## config.mk

```make
export PLATFORM = sky130hd
export DESIGN_NAME = lbuf_rd_timing
export DESIGN_NICKNAME = d
export VERILOG_FILES = /design/src/rtl/lbuf_rd_timing.sv
export SDC_FILE = /design/constraint.sdc
export NUM_CORES = 1
export LEC_CHECK = 0
export ABC_AREA = 1
export CAP_MARGIN = 5
export CORE_AREA = 5 5 84 86
export CTS_BUF_LIST = sky130_fd_sc_hd__clkbuf_4 sky130_fd_sc_hd__clkbuf_8
export CTS_CLUSTER_DIAMETER = 100
export DETAILED_ROUTE_END_ITERATION = 10
export DIE_AREA = 0 0 89 91
export DONT_BUFFER_PORTS = 1
export HOLD_SLACK_MARGIN = 0.06
export PLACE_DENSITY = 0.66
export SETUP_SLACK_MARGIN = 0.3
export SYNTH_ARGS = -nofsm -noshare
export SYNTH_HDL_FRONTEND = slang
export SYNTH_SLANG_ARGS = --single-unit
```

## constraint.sdc

```tcl
create_clock -name PCLK_out -period 2.1 [get_ports PCLK_out]
set_input_delay 0.42 -clock PCLK_out [delete_from_list [all_inputs] [get_ports PCLK_out]]
set_output_delay 0.42 -clock PCLK_out [all_outputs]
set_load 0.05 [all_outputs]
```

## src/rtl/lbuf_rd_timing.sv

```systemverilog
// lbuf_rd_timing
//   Output-side video timing generator for a line-buffered scaler. Produces
//   the output raster counters, syncs and DE, plus the line-buffer read
//   address (column/line slot) and the sub-pixel/sub-line repeat phase used
//   to replicate each buffered pixel H_MULT times and each line V_MULT times.
//   Optional frame lock re-aligns the output vertical counter to the input
//   frame.
//
//   Build option: `define LBUF_RD_FRAMELOCK_EN to enable frame lock. Without
//   it, frame_start_tgl is ignored, timing free-runs and lock_adj is 0.
//
// Ports
//   PCLK_out          in   output pixel clock (only clock)
//   reset_n           in   asynchronous active-low reset
//   frame_start_tgl   in   toggles once per input frame (foreign clock domain)
//   hcnt_ext/vcnt_ext out  11b raster counters
//   hcnt_ext_lbuf     out  9b line-buffer read column
//   vcnt_ext_lbuf     out  6b line-buffer read line slot
//   hctr_ext/vctr_ext out  3b horizontal/vertical repeat phase
//   HSYNC_ext/VSYNC_ext out active-low syncs
//   DE_ext            out  active-high data enable
//   lock_adj          out  sticky: a frame lock moved vcnt off its natural value
//
// All outputs are registered together, so every output describes the pixel
// named by hcnt_ext/vcnt_ext in the same cycle. The reset state is itself the
// correct description of pixel (0,0).

module lbuf_rd_timing #(
  parameter int H_TOTAL          = 1344,
  parameter int H_SYNCLEN        = 40,
  parameter int H_BACKPORCH      = 104,
  parameter int H_MULT           = 3,
  parameter int LBUF_WIDTH       = 384,
  parameter int V_TOTAL          = 706,
  parameter int V_SYNCLEN        = 3,
  parameter int V_BACKPORCH      = 25,
  parameter int V_MULT           = 3,
  parameter int LBUF_LINES       = 224,
  parameter int V_LOCK_LINE      = 0,
  parameter int NUM_LINE_BUFFERS = 40
) (
  input  logic        PCLK_out,
  input  logic        reset_n,
  input  logic        frame_start_tgl,
  output logic [10:0] hcnt_ext,
  output logic [10:0] vcnt_ext,
  output logic [8:0]  hcnt_ext_lbuf,
  output logic [5:0]  vcnt_ext_lbuf,
  output logic [2:0]  hctr_ext,
  output logic [2:0]  vctr_ext,
  output logic        HSYNC_ext,
  output logic        VSYNC_ext,
  output logic        DE_ext,
  output logic        lock_adj
);

  localparam int H_AVSTART = H_SYNCLEN + H_BACKPORCH;
  localparam int H_ACTIVE  = LBUF_WIDTH * H_MULT;
  localparam int V_AVSTART = V_SYNCLEN + V_BACKPORCH;
  localparam int V_ACTIVE  = LBUF_LINES * V_MULT;

  localparam logic [10:0] H_LAST_C  = 11'(H_TOTAL - 1);
  localparam logic [10:0] V_LAST_C  = 11'(V_TOTAL - 1);
  localparam logic [10:0] H_SYNC_C  = 11'(H_SYNCLEN);
  localparam logic [10:0] V_SYNC_C  = 11'(V_SYNCLEN);
  localparam logic [10:0] H_AVS_C   = 11'(H_AVSTART);
  localparam logic [10:0] H_AVE_C   = 11'(H_AVSTART + H_ACTIVE);
  localparam logic [10:0] V_AVS_C   = 11'(V_AVSTART);
  localparam logic [10:0] V_AVE_C   = 11'(V_AVSTART + V_ACTIVE);
  localparam logic [10:0] V_LOCK_C  = 11'(V_LOCK_LINE);
  localparam logic [2:0]  H_MULT_M1 = 3'(H_MULT - 1);
  localparam logic [2:0]  V_MULT_M1 = 3'(V_MULT - 1);
  localparam logic [5:0]  NLB_M1    = 6'(NUM_LINE_BUFFERS - 1);

  logic [10:0] hcnt_q, hcnt_d, vcnt_q, vcnt_d;
  logic [8:0]  hlbuf_q, hlbuf_d;
  logic [5:0]  vlbuf_q, vlbuf_d;
  logic [2:0]  hctr_q, hctr_d, vctr_q, vctr_d;
  logic        hsync_q, hsync_d, vsync_q, vsync_d, de_q, de_d;
  logic        hwin_d, vwin_d;
  logic        line_end, lock;
  logic [10:0] vnat;

  assign line_end = (hcnt_q == H_LAST_C);
  assign vnat     = (vcnt_q == V_LAST_C) ? 11'd0 : vcnt_q + 11'd1;

`ifdef LBUF_RD_FRAMELOCK_EN
  // sync_q[1:0] is the two-flop synchroniser; sync_q[2] is the edge-detect
  // delay, so any transition of the synchronised level is one event.
  logic [2:0] sync_q;
  logic       evt, pend_q, pend_d, lock_adj_q, lock_adj_d;

  assign evt  = sync_q[1] ^ sync_q[2];
  assign lock = line_end & pend_q;

  always_comb begin
    pend_d = pend_q;
    if (lock)
      pend_d = 1'b0;
    // An event in the line-end cycle wins over the clear, so it is carried
    // to the following line end rather than lost.
    if (evt)
      pend_d = 1'b1;
    lock_adj_d = lock_adj_q | (lock & (vnat != V_LOCK_C));
  end

  always_ff @(posedge PCLK_out or negedge reset_n) begin
    if (!reset_n) begin
      sync_q     <= '0;
      pend_q     <= 1'b0;
      lock_adj_q <= 1'b0;
    end else begin
      sync_q     <= {sync_q[1:0], frame_start_tgl};
      pend_q     <= pend_d;
      lock_adj_q <= lock_adj_d;
    end
  end

  assign lock_adj = lock_adj_q;
`else
  logic unused_tgl;
  assign unused_tgl = frame_start_tgl;
  assign lock       = 1'b0;
  assign lock_adj   = 1'b0;
`endif

  always_comb begin
    hcnt_d = line_end ? 11'd0 : hcnt_q + 11'd1;
    vcnt_d = vcnt_q;
    if (line_end)
      vcnt_d = lock ? V_LOCK_C : vnat;

    hwin_d  = (hcnt_d >= H_AVS_C) && (hcnt_d < H_AVE_C);
    vwin_d  = (vcnt_d >= V_AVS_C) && (vcnt_d < V_AVE_C);
    hsync_d = (hcnt_d >= H_SYNC_C);
    vsync_d = (vcnt_d >= V_SYNC_C);
    de_d    = hwin_d & vwin_d;

    // Horizontal repeat phase restarts at 0 on the first active pixel.
    hctr_d  = 3'd0;
    hlbuf_d = 9'd0;
    if (hwin_d && (hcnt_d != H_AVS_C)) begin
      if (hctr_q == H_MULT_M1) begin
        hctr_d  = 3'd0;
        hlbuf_d = hlbuf_q + 9'd1;
      end else begin
        hctr_d  = hctr_q + 3'd1;
        hlbuf_d = hlbuf_q;
      end
    end

    // Vertical phase changes only at line boundaries; the slot holds its
    // value through blanking.
    vctr_d  = vctr_q;
    vlbuf_d = vlbuf_q;
    if (line_end) begin
      if (vcnt_d == V_AVS_C) begin
        vctr_d  = 3'd0;
        vlbuf_d = 6'd0;
      end else if (vwin_d) begin
        if (vctr_q == V_MULT_M1) begin
          vctr_d  = 3'd0;
          vlbuf_d = (vlbuf_q == NLB_M1) ? 6'd0 : vlbuf_q + 6'd1;
        end else begin
          vctr_d  = vctr_q + 3'd1;
        end
      end else begin
        vctr_d  = 3'd0;
      end
    end
  end

  always_ff @(posedge PCLK_out or negedge reset_n) begin
    if (!reset_n) begin
      hcnt_q  <= '0;
      vcnt_q  <= '0;
      hlbuf_q <= '0;
      vlbuf_q <= '0;
      hctr_q  <= '0;
      vctr_q  <= '0;
      hsync_q <= 1'b0;
      vsync_q <= 1'b0;
      de_q    <= 1'b0;
    end else begin
      hcnt_q  <= hcnt_d;
      vcnt_q  <= vcnt_d;
      hlbuf_q <= hlbuf_d;
      vlbuf_q <= vlbuf_d;
      hctr_q  <= hctr_d;
      vctr_q  <= vctr_d;
      hsync_q <= hsync_d;
      vsync_q <= vsync_d;
      de_q    <= de_d;
    end
  end

  assign hcnt_ext      = hcnt_q;
  assign vcnt_ext      = vcnt_q;
  assign hcnt_ext_lbuf = hlbuf_q;
  assign vcnt_ext_lbuf = vlbuf_q;
  assign hctr_ext      = hctr_q;
  assign vctr_ext      = vctr_q;
  assign HSYNC_ext     = hsync_q;
  assign VSYNC_ext     = vsync_q;
  assign DE_ext        = de_q;

endmodule

```

==> Word level (Yosys, flattened, before mapping) <==
Index checks and enable logic that the tools add are counted.
{ "totals": {"register_bits": 46, "out_inout_bits": 47, "input_bits": 3} }
{ "op_classes": {"magnitude_cmp": 6, "n_addsub": 6, "n_reduce_logical": 6, "bitwise": 1, "n_mux": 14, "n_eq_ne": 8} }
{ "op_table": {"columns": ["cell", "n"], "rows": [
  ["$mux W11", 3],
  ["$mux W6", 4],
  ["$add A11 B1 Y11 const B", 2],
  ["$mux W9", 2],
  ["$mux W3", 5],
  ["$eq A11 B10 Y1 const B", 1],
  ["$eq A11 B11 Y1 const B", 1],
  ["$eq A11 B5 Y1 const B", 1],
  ["$ge A11 B2 Y1 const B", 1],
  ["$ge A11 B5 Y1 const B", 1],
  ["$ge A11 B6 Y1 const B", 1],
  ["$ge A11 B8 Y1 const B", 1],
  ["$lt A11 B10 Y1 const B", 1],
  ["$lt A11 B11 Y1 const B", 1],
  ["$ne A11 B8 Y1 const B", 1],
  ["$add A9 B1 Y9 const B", 1],
  ["$add A3 B1 Y3 const B", 2],
  ["$add A6 B1 Y6 const B", 1],
  ["$eq A3 B2 Y1 const B", 2],
  ["$eq A6 B6 Y1 const B", 1],
  ["$reduce_bool A2 Y1", 2],
  ["$logic_and A1 B1 Y1", 3],
  ["$reduce_and A3 Y1", 1],
  ["$ne A2 B1 Y1 const B", 1],
  ["$and A1 B1 Y1", 1]
]} }

==> Longest topological paths before layout <==
Gate-level depths: netlist (run 1).
{ "logic_depth": {"depth_word": 7, "ltp_mapped": 16, "mapped_depth_nobuf": 16} }

==> Worst setup path before layout (run 1) <==
Ideal clock, no wire load.
{ "synth_path": {"kind": "reg-to-reg", "from": "register hcnt_q[0], in the netlist hcnt_ext[0]", "to": "register vlbuf_q[2], in the netlist vcnt_ext_lbuf[2]", "stages_incl_launch_ff": 14, "slack_ps": -412, "arrival_ps": 2393, "path_buffers": 1, "required_time_ps": 1980, "path_cell_list": "dfrtp_1 ha_1 nand2_2 nor2_4 nand3_4 buf_6 nand2_1 nand2_2 nor3_4 nand2_2 nand2_4 nand3_4 nand2_1 nand2_1"} }
{ "synth_via": {"elab_chain_cells": 6, "elab_cells_between_ends": 10, "classes_between": "order compare (2); eq/ne (2); mux (2); reduce/logical (4)"} }
{ "synth_lines": {"columns": ["item", "line_no", "rtl"], "rows": [
  ["start, declared", "75", "logic [10:0] hcnt_q, hcnt_d, vcnt_q, vcnt_d;"],
  ["start signal, assigned", "185", "hcnt_q <= hcnt_d;"],
  ["$eq A11 B11 Y1 (*)", "84", "assign line_end = (hcnt_q == H_LAST_C);"],
  ["$mux W11 (*)", "130", "if (line_end)"],
  ["named net vcnt_d[10]", "75", null],
  ["$ge A11 B5 Y1 or $lt A11 B10 Y1 (tied branches)", "134", "vwin_d = (vcnt_d >= V_AVS_C) && (vcnt_d < V_AVE_C);"],
  ["$logic_and A1 B1 Y1", "134", null],
  ["$reduce_bool A2 Y1 (no line)", null, null],
  ["$reduce_and A3 Y1 (no line)", null, null],
  ["end signal, assigned", "188", "vlbuf_q <= vlbuf_d;"],
  ["end, declared", "77", "logic [5:0] vlbuf_q, vlbuf_d;"]
]} }
The timed path passes the listed nets; every way through them passes the cells marked *.
A chain may end at the register's enable or synchronous reset.

==> Worst setup path in the final report (run 1) <==
{ "layout_path": {"from": "register hcnt_q[0], in the netlist hcnt_ext[0]", "to": "register hlbuf_q[4], in the netlist hcnt_ext_lbuf[4]"} }
{ "layout_via": {"elab_chain_cells": 6, "elab_cells_between_ends": 10, "classes_between": "add/sub (1); order compare (2); eq/ne (3); mux (2); reduce/logical (2)"} }
{ "layout_lines": {"columns": ["item", "line_no", "rtl"], "rows": [
  ["$add A11 B1 Y11 or $eq A11 B11 Y1 (tied branches)", "128, 84", null],
  ["$mux W11 (*)", "128", "hcnt_d = line_end ? 11'd0 : hcnt_q + 11'd1;"],
  ["$ge A11 B8 Y1 or $lt A11 B11 Y1 (tied branches)", "133", "hwin_d = (hcnt_d >= H_AVS_C) && (hcnt_d < H_AVE_C);"],
  ["$logic_and A1 B1 Y1", "133", null],
  ["$logic_and A1 B1 Y1 (*)", "142", "if (hwin_d && (hcnt_d != H_AVS_C)) begin"],
  ["$ne A2 B1 Y1 (no line) or $mux W9 (tied branches)", null, null],
  ["end signal, assigned", "187", "hlbuf_q <= hlbuf_d;"],
  ["end, declared", "76", "logic [8:0] hlbuf_q, hlbuf_d;"]
]} }
Mark *: on every way between the ends. The rest lies on a longest branch, timed or not.

==> out/qor.yml, run 1 <==
status: "finished, violations left"
violations: "negative setup slack"
drive_above_1_share_pct: 41.3
final_cell_mix: "buf_4 (94), nand2_1 (86), inv_1 (50), dfrtp_1 (33), nor2_1 (31)"
die_h_um: 91
min_period_ns: 2.20
fmax_ghz: 0.454
dp_worst_setup_slack_ns: -0.140
criticalPathCategory: "reg -> reg"
power.leakage_uw: 0.00205
wl_per_cell_um: 14.4
overflow: 0
grt_pass1_wl_um: 13700
max_slew_margin_pct: 60.3
syn2layout_area_growth_pct: 41.8
grt_max_degree: 47
post-place-cells: 556
netlist_area_um2: 3020
critPathLaunchType: "register"
grtUsageTotal_pct: 21.1
skew_ns: 0.00889
drt-initial-drc-count: 195
cts_tree: "yes"
max_cap_violations: 0
synth.avg_cell_area_um2: 7.57
clockBufferDepth: 2
start_util_pct: 48.7
die_area_um2: 8100
finalCritPeriodShare_pct: 105
rows: 29
gp_congestion: 0.875
clk_pin_slew_ns: 0.10
finalWirelength_um: 8380
finalSetupViolations: 21
ys_ff_latch: 46
synth_cells: 399
antenna_found_initial: 0
crit_arrival_ns: 2.42
yosysUniqueCellTypes: 35
boundaryPins: 50
layout_commonest_cell: "buf_4"
drcViolationCount: 0
synth_edf_count: 0
synth-main-ff-cell: "dfrtp_1"
crit_start: "hcnt_ext[0]"
crit_required_ns: 2.32
hold_path_class: "in -> async"
reg2reg_from: "hcnt_ext[0]"
ir_drop_mv: 0.450
rsz0062_at_grt: "yes"
r2r_slack_ns: -0.10
synth.net_count: 408
antenna-diode-count: 0
first_pass_iters: 4
route.vias.total: 3025
numCtsBuffers: 5
async_reset_ff_share_pct: 100
cts_num_sinks: 46
insertion_delay_ns: 0.30
p_per_area_nw_per_um2: 350
fin_ws_ns: -0.103
vias_per_cell: 5.19
worstPathMaxFanout: 13
hold_violations: 0
stdcell_count: 583
setup.worst_path.end_class: "register"
slew_violations: 0
core_area_um2: 6200
cts_max_level: 2
final_nets: 514
grt_pass1_vias: 2963
ys_warn_count: 0
port_buffers: 0
dp_hpwl_um: 5880
die_w_um: 89
yosysSeqAreaShare_pct: 38.1
cts_root_buffer: "clkbuf_8"
ant_nets: 0
tightest_slew_ns: 0.595
total_power_uw: 1500
-- logic make-up after synthesis --
kind of cell               after synthesis  synth area share [%]
DFF                                     46                  38.1
other                                    1                 0.124
buffers and inverters                   71                  9.73
muxes                                    1                 0.331
AOI/OAI and AO/OA                       23                  4.39
adders and majority gates                6                  2.48
xor gates and xnor gates                15                  4.35
and+or+nand+nor                        236                  40.5
-- per-layer routing --
layer | vias to the layer above | global-route usage, % | wire length [um]
li1 | 1495 | - | -
met1 | 1430 | 27.1 | 3340
met2 | 82 | 35.1 | 4270
met3 | 18 | 5.25 | 559
met4 | 0 | 5.96 | 211
met5 | - | 0 | 0
-- worst max-delay path: stages, from the launching register on --
cell and delay, ns:
dfrtp_2 0.39, ha_4 0.14, buf_4 0.12, nand3_4 0.09
nor2_4 0.15, nand2_2 0.08, nor2_4 0.11, nand2_2 0.06
o21ai_1 0.28, nand3_4 0.14, nand3_4 0.11, inv_2 0.05
nand2_1 0.07, nand2_2 0.06, buf_12 0.15, nor3_1 0.12
-- path summary, 6_finish.rpt --
| check | end | depth (start not counted) |
|---|---|---|
| max | hcnt_ext_lbuf[4] | 15 |
| max reg2reg | hcnt_ext_lbuf[4] | 15 |
| max in group asynchronous | hcnt_ext[4] | 2 |
| min reg2reg | vcnt_ext_lbuf[2] | 2 |
| min | vcnt_ext[4] | 2 |
| min in group PCLK_out | vcnt_ext_lbuf[2] | 2 |
-- area by class of cell --
type	count	area, um^2
Clock buffer	6	82.6
Clock inverter	2	16.3
Fill cell	515	1920
Inverter	63	241
Multi-Input combinational cell	284	1810
Sequential cell	46	1170
Tap cell	77	96.3
Timing Repair Buffer	105	871
-- report_power, final --
part / switching (uW) / internal, uW / total, uW / leakage, uW
clock: 316 / 271 / 587 / 0.0000478
sequential: 0 / 885 / 885 / 0.000606
combinational: 21.9 / 6.61 / 28.5 / 0.00139
total: 337 / 1160 / 1500 / 0.00205
-- stage by stage --
stage	hold WS [ns]	util (%)	TNS, ns	cell area [um^2]
floorplan	0.124	-	-1.67	3080
global placement	0.126	61.0	-1.12	3780
detailed placement	0.126	61.0	-2.12	3780
CTS	0.604	66.9	-0.898	4150
global route	0.640	69.1	-5.14	4290
finish	0.605	69.1	-1.43	4290
-- synth_stat cells (4+ instances only) --
master    n  area (um^2)
nor2_1   37          139
nor3_2   12          120
o21ai_0   9         45.0
inv_1    55          206
a21oi_1   6         30.0
nand2_2   9         56.3
nand3_1  33          165
ha_1      6         75.1
xor2_1   13          114
nor2_4    5         56.3
nor2_2    5         31.3
nor3_1    8         40.0
dfrtp_1  46         1150
buf_4     4         30.0
inv_2     6         22.5
nand4_1  20          125
nand3_2   4         40.0
nand2_1  94          353
-- sequential cells by signal, indices dropped and copies added, names as in the netlist --
name           cells
vctr_ext           3
HSYNC_ext          1
vcnt_ext_lbuf      6
DE_ext             1
vcnt_ext          11
hcnt_ext          11
hctr_ext           3
hcnt_ext_lbuf      9
VSYNC_ext          1
-- repair_timing --
action | 4_1_cts | 5_1_grt
endpoints found under the hold margin | 46 | 0
endpoints found under the setup margin | 24 | 24
gates resized for setup | 27 | 28
pin swaps | 19 | 14
hold buffers | 2 | 0
buffers inserted | 10 | 5
cloned | 2 | 0
(Power assumes the default switching activity.)
==> run 2: changes to the inputs <==
--- a/config.mk
+++ b/config.mk
@@ -6,15 +6,15 @@
 export NUM_CORES = 1
 export LEC_CHECK = 0
 export ABC_AREA = 1
+export ABC_CLOCK_PERIOD_IN_PS = 2100
 export CAP_MARGIN = 5
 export CORE_AREA = 5 5 84 86
 export CTS_BUF_LIST = sky130_fd_sc_hd__clkbuf_4 sky130_fd_sc_hd__clkbuf_8
 export CTS_CLUSTER_DIAMETER = 100
 export DETAILED_ROUTE_END_ITERATION = 10
 export DIE_AREA = 0 0 89 91
-export DONT_BUFFER_PORTS = 1
 export HOLD_SLACK_MARGIN = 0.06
-export PLACE_DENSITY = 0.66
+export PLACE_DENSITY = 0.77
 export SETUP_SLACK_MARGIN = 0.3
 export SYNTH_ARGS = -nofsm -noshare
 export SYNTH_HDL_FRONTEND = slang
==> run 2 against run 1 <==
Effect of this change: combinational power down 7.7%; setup slack worse by 0.027 ns; critical path depth up 1; largest power group unchanged; critical path type unchanged; sequential share of layout area down 0.82 points; count of clock-buffer cells in the layout up 1; the flow still finishes with violations (negative setup slack); sequential power about the same; highest routed layer unchanged; wire length up 2.3%; cell area up 3.1%; register-to-register slack worse by 0.03 ns; flip-flop and latch count unchanged; non-clock buffer count up 10; first-iteration DRC count down 29%.
==> out/qor.yml, run 2 (synthesis gave the netlist of run 1 again) <==
status: "finished, violations left"
violations: "negative setup slack"
crit_arrival_ns: 2.42  # about the same
crit_required_ns: 2.29  # -0.03 ns
layout_commonest_cell: "nand2_1"
p_per_area_nw_per_um2: 334  # -4.6%
pwr-share-clk_pct: 38.3  # -0.8 points
ir_drop_mv: 0.327  # -27%
syn2layout_area_growth_pct: 46.2
cts_tree: "yes"
slew_violations: 0  # unchanged
insertion_delay_ns: 0.30  # about the same
cp_num_buf_inv: 2  # -1
tightest_slew_ns: 0.515  # -0.0797 ns
worstPathMaxFanout: 7  # -6
hold_path_class: "in -> async"
critPathLaunchType: "register"
drt-initial-drc-count: 138  # -29%
die_area_um2: 8100  # unchanged
p_seq_share_pct: 59.9  # +0.9 points
rows: 29  # unchanged
criticalPathCategory: "reg -> reg"
antenna_found_initial: 0  # unchanged
reg2regPathDepth: 16  # +1
clk_pin_slew_ns: 0.09  # about the same
max_slew_margin_pct: 65.8  # +5.4 points
finalCritPeriodShare_pct: 106  # +1.3 points
die_h_um: 91  # unchanged
fmax_ghz: 0.448  # -1.2%
clockBufferDepth: 2  # unchanged
intPower_uw: 1150  # -1.0%
p_sw_share_pct: 22.0  # -0.48 points
fin_ws_ns: -0.130  # -0.0271 ns
hold_violations: 0  # unchanged
setup.worst_path.end_class: "register"
start_util_pct: 48.7  # unchanged
skew_ns: 0.0137  # +0.00482 ns
cp.depth: 16  # +1
rsz0062_at_grt: "yes"
final_nets: 523  # +1.8%
grt_pass1_vias: 3041  # +2.6%
wl_per_cell_um: 14.5  # +0.76%
p_sw_uw: 325  # -3.7%
power_frac_comb_pct: 1.8  # about the same
finalSetupViolations: 21  # unchanged
grt_pass1_wl_um: 13900  # +2.1%
max_stage_delay_ns: 0.40  # about the same
ant_nets: 0  # unchanged
antenna-diode-count: 0  # unchanged
vias_per_cell: 5.26  # +1.4%
finalWirelength_um: 8580  # +2.3%
min_period_ns: 2.23  # +0.0271 ns
grtUsageTotal_pct: 21.2  # +0.047 points
crit_family: "simple AND/OR/NAND/NOR gates"
core_area_um2: 6200  # unchanged
cp_slowest_cell: "dfrtp_2"
cts_num_sinks: 46  # unchanged
cts_root_buffer: "clkbuf_8"
setup_tns_ns: -1.60  # -0.165 ns
gp_congestion: 0.906  # +3.5%
power.leakage_uw: 0.00221  # +8.2%
first_pass_iters: 7  # +3
cts_max_level: 2  # unchanged
dp_hpwl_um: 6060  # +3.0%
grt_max_degree: 31  # -34%
overflow: 0  # unchanged
die_w_um: 89  # unchanged
drive_above_1_share_pct: 35.3  # -6.0 points
final_cell_mix: "nand2_1 (82), buf_4 (54), inv_1 (52), dlygate4sd2_1 (38), dfrtp_1 (33)"
boundaryPins: 50  # unchanged
crit_chain: "ha_4, nand2_4, nor2_4, nand3_4, buf_12, buf_16, nor2_2, nor2_1, nand2_1, nor2_2, nand3_2, nor2_4, nor2_4, nand3_4, nand2_1, nand2_1"
nFillCells: 466  # -9.5%
total_power_uw: 1480  # -1.6%
port_buffers: 47  # +47
numCtsBuffers: 5  # unchanged
drcViolationCount: 0  # unchanged
route.vias.total: 3116  # +3.0%
max_cap_violations: 0  # unchanged
run 2: cell types whose count changed in the layout (fill, tap and decap cells not counted), moves of 4 or more:
cell           before  now
buf_4              94   54
nand3_1            25   29
nand3_4             6    2
nand2_4             2    8
nand2_1            86   82
dlygate4sd2_1       0   38
nor2_2              4   12
nor2_4             13    6
run 2: final timing paths:
path / from / end / slack, ns
setup / recovery: hcnt_ext[0] / vcnt_ext_lbuf[0] / -0.13
hold / removal: reset_n / vcnt_ext[4] / 0.05
setup reg to reg: hcnt_ext[0] / vcnt_ext_lbuf[0] / -0.13
hold reg to reg: vcnt_ext_lbuf[5] / vcnt_ext_lbuf[5] / 0.53
max in group asynchronous: reset_n / hcnt_ext[1] / 1.53
min in group PCLK_out: vcnt_ext_lbuf[5] / vcnt_ext_lbuf[5] / 0.53
run 2: power by group through the flow:
stage	combinational [uW]	sequential, uW	clock [uW]
2_1_floorplan	5.33	903	0
3_3_place_gp	27.0	902	0
3_5_place_dp	27.7	902	0
4_1_cts	27.7	885	569
5_1_grt	30.7	885	608
6_report	26.3	885	565
run 2: area by class of cell:
cell class | count | area, um^2 | share of cell area, %
Multi-Input combinational cell | 283 | 1780 | 40.2
Sequential cell | 46 | 1170 | 26.4
Timing Repair Buffer | 115 | 1040 | 23.6
Inverter | 63 | 241 | 5.47
Tap cell | 77 | 96.3 | 2.18
Clock buffer | 7 | 83.8 | 1.90
Clock inverter | 1 | 7.51 | 0.170
run 2: through the flow:
stage                     instances  util (%)  area [um^2]  hold slack (ns)  worst slack (ns)
after floorplan                 399         -         3080            0.124            -0.132
after CTS                       585      68.5         4250           0.0601            -0.105
after global routing            592      71.2         4420           0.0732            -0.324
after global placement          567      64.5         4000            0.374           -0.0142
after detailed placement        567      64.5         4000            0.386            -0.160
final                           592      71.2         4420           0.0476            -0.130
run 2: metal layers:
layer	up-vias	global-route usage [%]	wire, um
met3	22	3.71	489
met5	-	0	0
met1	1481	27.0	3340
li1	1511	-	-
met4	0	6.20	235
met2	102	36.3	4510
run 2: repair_timing:
item / CTS / global route
buffers inserted: 8 / 6
endpoints found under the hold margin: 0 / 0
endpoints found under the setup margin: 69 / 28
pin swaps: 6 / 15
resized for setup: 79 / 34
gates cloned: 2 / 1
hold buffers: 0 / 0
run 2: worst reg2reg max path: cells and delay by family, from the launching register on:
family	cells	cell delay (ns)
flops	1	0.40
buf+inv	2	0.32
fa+ha+maj	1	0.18
simple gates	13	1.22
